$ cat config.mk
export PLATFORM = sky130hd
export DESIGN_NAME = argmax_unit
export DESIGN_NICKNAME = d
export VERILOG_FILES = /design/src/rtl/argmax_unit.sv
export SDC_FILE = /design/constraint.sdc
export NUM_CORES = 1
export LEC_CHECK = 0
export BUFFER_PORTS_ARGS = -buffer_cell sky130_fd_sc_hd__buf_4
export CAP_MARGIN = 0
export CORE_UTILIZATION = 30
export DETAILED_ROUTE_END_ITERATION = 8
export GPL_TIMING_DRIVEN = 0
export HOLD_SLACK_MARGIN = 0.05
export PLACE_DENSITY = 0.48
export SETUP_SLACK_MARGIN = 0.4
export SLEW_MARGIN = 40
export SYNTH_ARGS = -nofsm -noshare
export SYNTH_HDL_FRONTEND = slang
export SYNTH_SLANG_ARGS = --single-unit
$ cat constraint.sdc
create_clock -name clk -period 4.2 [get_ports clk]
set_clock_uncertainty 0.2 [all_clocks]
set_input_delay 0.63 -clock clk [delete_from_list [all_inputs] [get_ports clk]]
set_output_delay 0.63 -clock clk [all_outputs]
set_load 0.005 [all_outputs]
$ cat src/rtl/argmax_unit.sv
// Streaming argmax: one signed score per beat in class order, emits the winning class index and score.
// Latency: valid_out/err_out pulse in the cycle after the last beat is accepted; min frame period NUM_CLASSES+1.
// Backpressure: in_ready is low only during the single EMIT cycle; bubbles on in_valid hold the frame state.
//
// Ports:
//   clk, reset            clock and synchronous active-high reset
//   in_score/valid/last   score beat with valid/ready handshake; in_last marks the final class
//   in_ready              registered ready (0 only in EMIT)
//   class_idx, max_score  winning index and score, held until the next good result
//   valid_out, err_out    one-cycle result pulse / frame-length-error pulse
module argmax_unit #(
    parameter int NUM_CLASSES = 2,
    parameter int DATA_W      = 16,
    parameter int CLS_W       = $clog2(NUM_CLASSES)
) (
    input  logic                     clk,
    input  logic                     reset,
    input  logic signed [DATA_W-1:0] in_score,
    input  logic                     in_valid,
    input  logic                     in_last,
    output logic                     in_ready,
    output logic [CLS_W-1:0]         class_idx,
    output logic [DATA_W-1:0]        max_score,
    output logic                     valid_out,
    output logic                     err_out
);

    // One extra bit so the counter never wraps before the length check.
    localparam int CNT_W = $clog2(NUM_CLASSES) + 1;
    localparam logic [CNT_W-1:0] LAST_CNT = CNT_W'(NUM_CLASSES - 1);

    typedef enum logic [1:0] {
        S_IDLE  = 2'd0,
        S_ACCUM = 2'd1,
        S_EMIT  = 2'd2
    } state_t;

    state_t                    r_state;
    logic [CNT_W-1:0]          r_cnt;
    logic signed [DATA_W-1:0]  r_run_max;
    logic [CLS_W-1:0]          r_run_idx;
    logic                      r_in_ready;
    logic [CLS_W-1:0]          r_class_idx;
    logic [DATA_W-1:0]         r_max_score;
    logic                      r_valid_out;
    logic                      r_err_out;

    logic                      w_accept;
    logic                      w_take;
    logic                      w_cnt_full;
    logic signed [DATA_W-1:0]  w_next_max;
    logic [CLS_W-1:0]          w_next_idx;

    assign w_accept   = in_valid && r_in_ready;
    // Strict greater-than: on ties the earlier (lower) index keeps the win.
    assign w_take     = (in_score > r_run_max);
    assign w_cnt_full = (r_cnt == LAST_CNT);
    assign w_next_max = w_take ? in_score : r_run_max;
    assign w_next_idx = w_take ? r_cnt[CLS_W-1:0] : r_run_idx;

    always_ff @(posedge clk) begin
        if (reset) begin
            r_state     <= S_IDLE;
            r_cnt       <= '0;
            r_run_max   <= '0;
            r_run_idx   <= '0;
            r_in_ready  <= 1'b1;
            r_class_idx <= '0;
            r_max_score <= '0;
            r_valid_out <= 1'b0;
            r_err_out   <= 1'b0;
        end else begin
            r_valid_out <= 1'b0;
            r_err_out   <= 1'b0;
            case (r_state)
                S_IDLE: begin
                    if (w_accept) begin
                        r_run_max <= in_score;
                        r_run_idx <= '0;
                        r_cnt     <= CNT_W'(1);
                        if (in_last) begin
                            // Single-beat frame is too short.
                            r_state    <= S_EMIT;
                            r_in_ready <= 1'b0;
                            r_err_out  <= 1'b1;
                        end else begin
                            r_state <= S_ACCUM;
                        end
                    end
                end
                S_ACCUM: begin
                    if (w_accept) begin
                        r_run_max <= w_next_max;
                        r_run_idx <= w_next_idx;
                        r_cnt     <= r_cnt + CNT_W'(1);
                        if (in_last || w_cnt_full) begin
                            r_state    <= S_EMIT;
                            r_in_ready <= 1'b0;
                            // Results are registered on the final accept so the
                            // pulse lands in the EMIT cycle itself.
                            if (in_last && w_cnt_full) begin
                                r_valid_out <= 1'b1;
                                r_class_idx <= w_next_idx;
                                r_max_score <= w_next_max;
                            end else begin
                                r_err_out <= 1'b1;
                            end
                        end
                    end
                end
                S_EMIT: begin
                    r_cnt      <= '0;
                    r_state    <= S_IDLE;
                    r_in_ready <= 1'b1;
                end
                default: begin
                    r_state    <= S_IDLE;
                    r_in_ready <= 1'b1;
                end
            endcase
        end
    end

    assign in_ready  = r_in_ready;
    assign class_idx = r_class_idx;
    assign max_score = r_max_score;
    assign valid_out = r_valid_out;
    assign err_out   = r_err_out;

endmodule
==> impl_metrics.tcl <==
set metrics [dict create \
    cts-hold-fix-buffers 0 \
    clkLatencyLatePin_ns 0.29 \
    netlist.area_leader.share_pct 38.3 \
    synth_area_sq_um 2150 \
    gr-total-overflow 0 \
    arrival_ns 2.93 \
    routed_wirelength_um 5040 \
    fin_util_pct 38.5 \
    yosysWarnings 0 \
    path_cells "buf_4 -> ha_1 -> nand4_2 -> or4_1 -> a21oi_1 -> a31oi_1 -> buf_6 -> o21ai_4 -> buf_12 -> mux2i_1" \
    instances_no_fill 383 \
    die_w_um 86.6 \
    track_usage_pct 14.6 \
    critical_path_class "input pin to register" \
    syn_area_per_cell_sq_um 8.90 \
    r2r_end "r_run_max[8]" \
    power.total_w 0.000894 \
    r2r_slack_ns 1.34 \
    wl_per_cell_um 13.2 \
    slowest_delay_ns 0.55 \
    holdPathStages 2 \
    diodes 0 \
    syn-num-nets 280 \
    vias 1802 \
    die_h_um 86.6 \
    syn_inst 241 \
    numPortBuffers 39 \
    max_freq_mhz 344 \
    drive_gt1_share_pct 17.8 \
    yosysSeqAreaShare_pct 38.3 \
    crit_path_end_kind "register" \
    ant_nets 0 \
    place_congestion 0.723 \
    postCtsSetupBuffers 0 \
    critPathTopFamily "simple AND/OR/NAND/NOR gates" \
    dp.cells 376 \
    area_delta_synth_final_pct 23.3 \
    powerDensity_nw_per_um2 338 \
    tightest_slew_ns 0.588 \
    holdPathEnd "r_run_max[3]" \
    yosys.cell_types.count 31 \
    finalCriticalPeriod_ns 2.91 \
    reg2reg_from "r_run_max[15]" \
    rsz0062_at_grt "false" \
    slew-limit-headroom_pct 60.8 \
    finalSetupViolCount 0 \
    core-area_sq_um 6870 \
    finalHoldViolations 0 \
    dp_slack_ns 0.969 \
    clockBufferDepth 2 \
    drt_iter0_drc 71 \
    drt-pass1-iter-count 4 \
    drc_errors 0 \
    cts_tree "yes" \
    ios 40 \
    hp-start "r_run_max[3]" \
    hold_path_class "register to register" \
    cpMaxStageDelayCell "or4_1" \
    h-tree-depth 2 \
    rr_worst_depth 10 \
    antenna_found_initial 0 \
    nets 326 \
    yosysTopAreaCell "dfxtp_1" \
    period_share_pct 69.2 \
    required_ns 4.22 \
    cts_resized 0 \
    viasPerCell 4.70 \
    ir_drop_mv 0.174 \
    critPathMaxFanout 10 \
    setup_slack_ns 1.29 \
    synthTopCellsByArea "dfxtp_1, mux2i_1, ha_1" \
    rows 30 \
    ys_ff_latch 41 \
    grt_pass1_wl_um 8410 \
    grt_pass1_vias 1709 \
    start_util_pct 31.2 \
    root_buffer "clkbuf_8" \
    cap_violations 0 \
    cts_sinks 41 \
    tns_ns 0 \
    dpl.hpwl_um 3620 \
    path_clk_slew_ns 0.08 \
    grt_max_degree 12 \
    num-fill-cells 749 \
    cts_made_buffers 5 \
    cp_num_buf_inv 3 \
    die_area_sq_um 7500 \
    outcome "finished clean" \
    slew_violations 0 \
    leakage_nw 1.19 \
    startpoint_type "input pin" \
]
-- per-stage QoR --
stage,hold slack [ns],cell area [sq um]
finish,0.274,2650
global route,0.306,2650
CTS,0.280,2650
detailed placement,0.269,2560
global placement,0.260,2560
floorplan,0.250,2150
-- synth_stat cells --
cell,number
nor2_1,9
inv_1,22
buf_2,1
a211oi_1,3
or4_1,1
a2bb2oi_1,1
mux2i_1,34
o21a_1,1
o21ai_0,15
nand4_2,1
nor4_1,2
a21oi_1,23
buf_12,1
nor3_1,2
ha_1,19
o211ai_1,1
nor2b_1,1
a2111oi_0,3
o21ai_4,1
a21o_1,1
buf_6,1
clkbuf_1,10
dfxtp_1,41
a211o_1,2
nand4_1,3
and2_1,1
a32o_1,1
nand2_1,37
nor3b_2,1
a31oi_1,1
a2111o_1,1
-- state kept, by name, indices dropped and copies added, names as in the netlist --
register	count
r_state	2
valid_out	1
r_cnt	2
r_run_idx	1
r_run_max	16
max_score	16
err_out	1
in_ready	1
class_idx	1
-- where the power goes --
group          switching [W]  leakage (nW)  internal, W
clock               0.000136        0.0443     0.000131
sequential         0.0000152         0.334     0.000409
combinational       0.000107         0.813    0.0000960
total               0.000258          1.19     0.000635
-- worst register-to-register path, cell delays in order (launching register included) --
cell and delay [ns]:
dfxtp_1 0.36, inv_1 0.06, ha_1 0.32, nand4_2 0.16, or4_1 0.55, a21oi_1 0.16
a31oi_1 0.06, buf_6 0.18, o21ai_4 0.36, buf_12 0.21, mux2i_1 0.19
-- routing by layer --
metal,global-route usage [%],up-vias,routed length [um]
met1,19.8,833,2580
li1,-,926,-
met5,0,-,0
met2,23.7,38,2250
met3,3.14,5,185
met4,3.18,0,30
-- layout make-up --
cell class,count,area (sq um),area share (%)
plain buffers,13,73.8,2.79
multi-input cells,165,1170,44.2
repair buffers,39,293,11.1
flip-flops and latches,41,821,31.0
well taps,96,120,4.54
clock buffers,7,86.3,3.26
inverters,22,82.6,3.12
-- worst max-delay path by stage --
stage               depth (start not counted)          start      endpoint
detailed placement                         10   in_score[15]  r_run_max[8]
CTS                                        10   in_score[11]  r_run_max[8]
finish                                     10   in_score[15]  r_run_max[8]
global route                               10  r_run_max[15]  r_run_max[4]
global placement                           10   in_score[15]  r_run_max[9]
floorplan                                   9   in_score[15]  r_run_max[0]
-- cell families (layout without fill, tap and decap cells) --
kind of cell	count (synthesis)	count (layout)	share of synthesized area (%)
mux	34	34	15.9
fa+ha+maj	19	19	11.1
buf+inv	35	81	7.29
flops	41	41	38.3
simple gates	58	58	12.1
compound gates	54	54	15.5
-- layout by cell type (no fill, tap or decap), drive strengths merged, types with 9 or more instances in the layout --
cell type	n
a21oi	23
ha	19
clkbuf	17
inv	22
dfxtp	41
nor2	9
mux2i	34
o21ai	16
buf	42
nand2	37
Power figures use the tool's default switching activity.
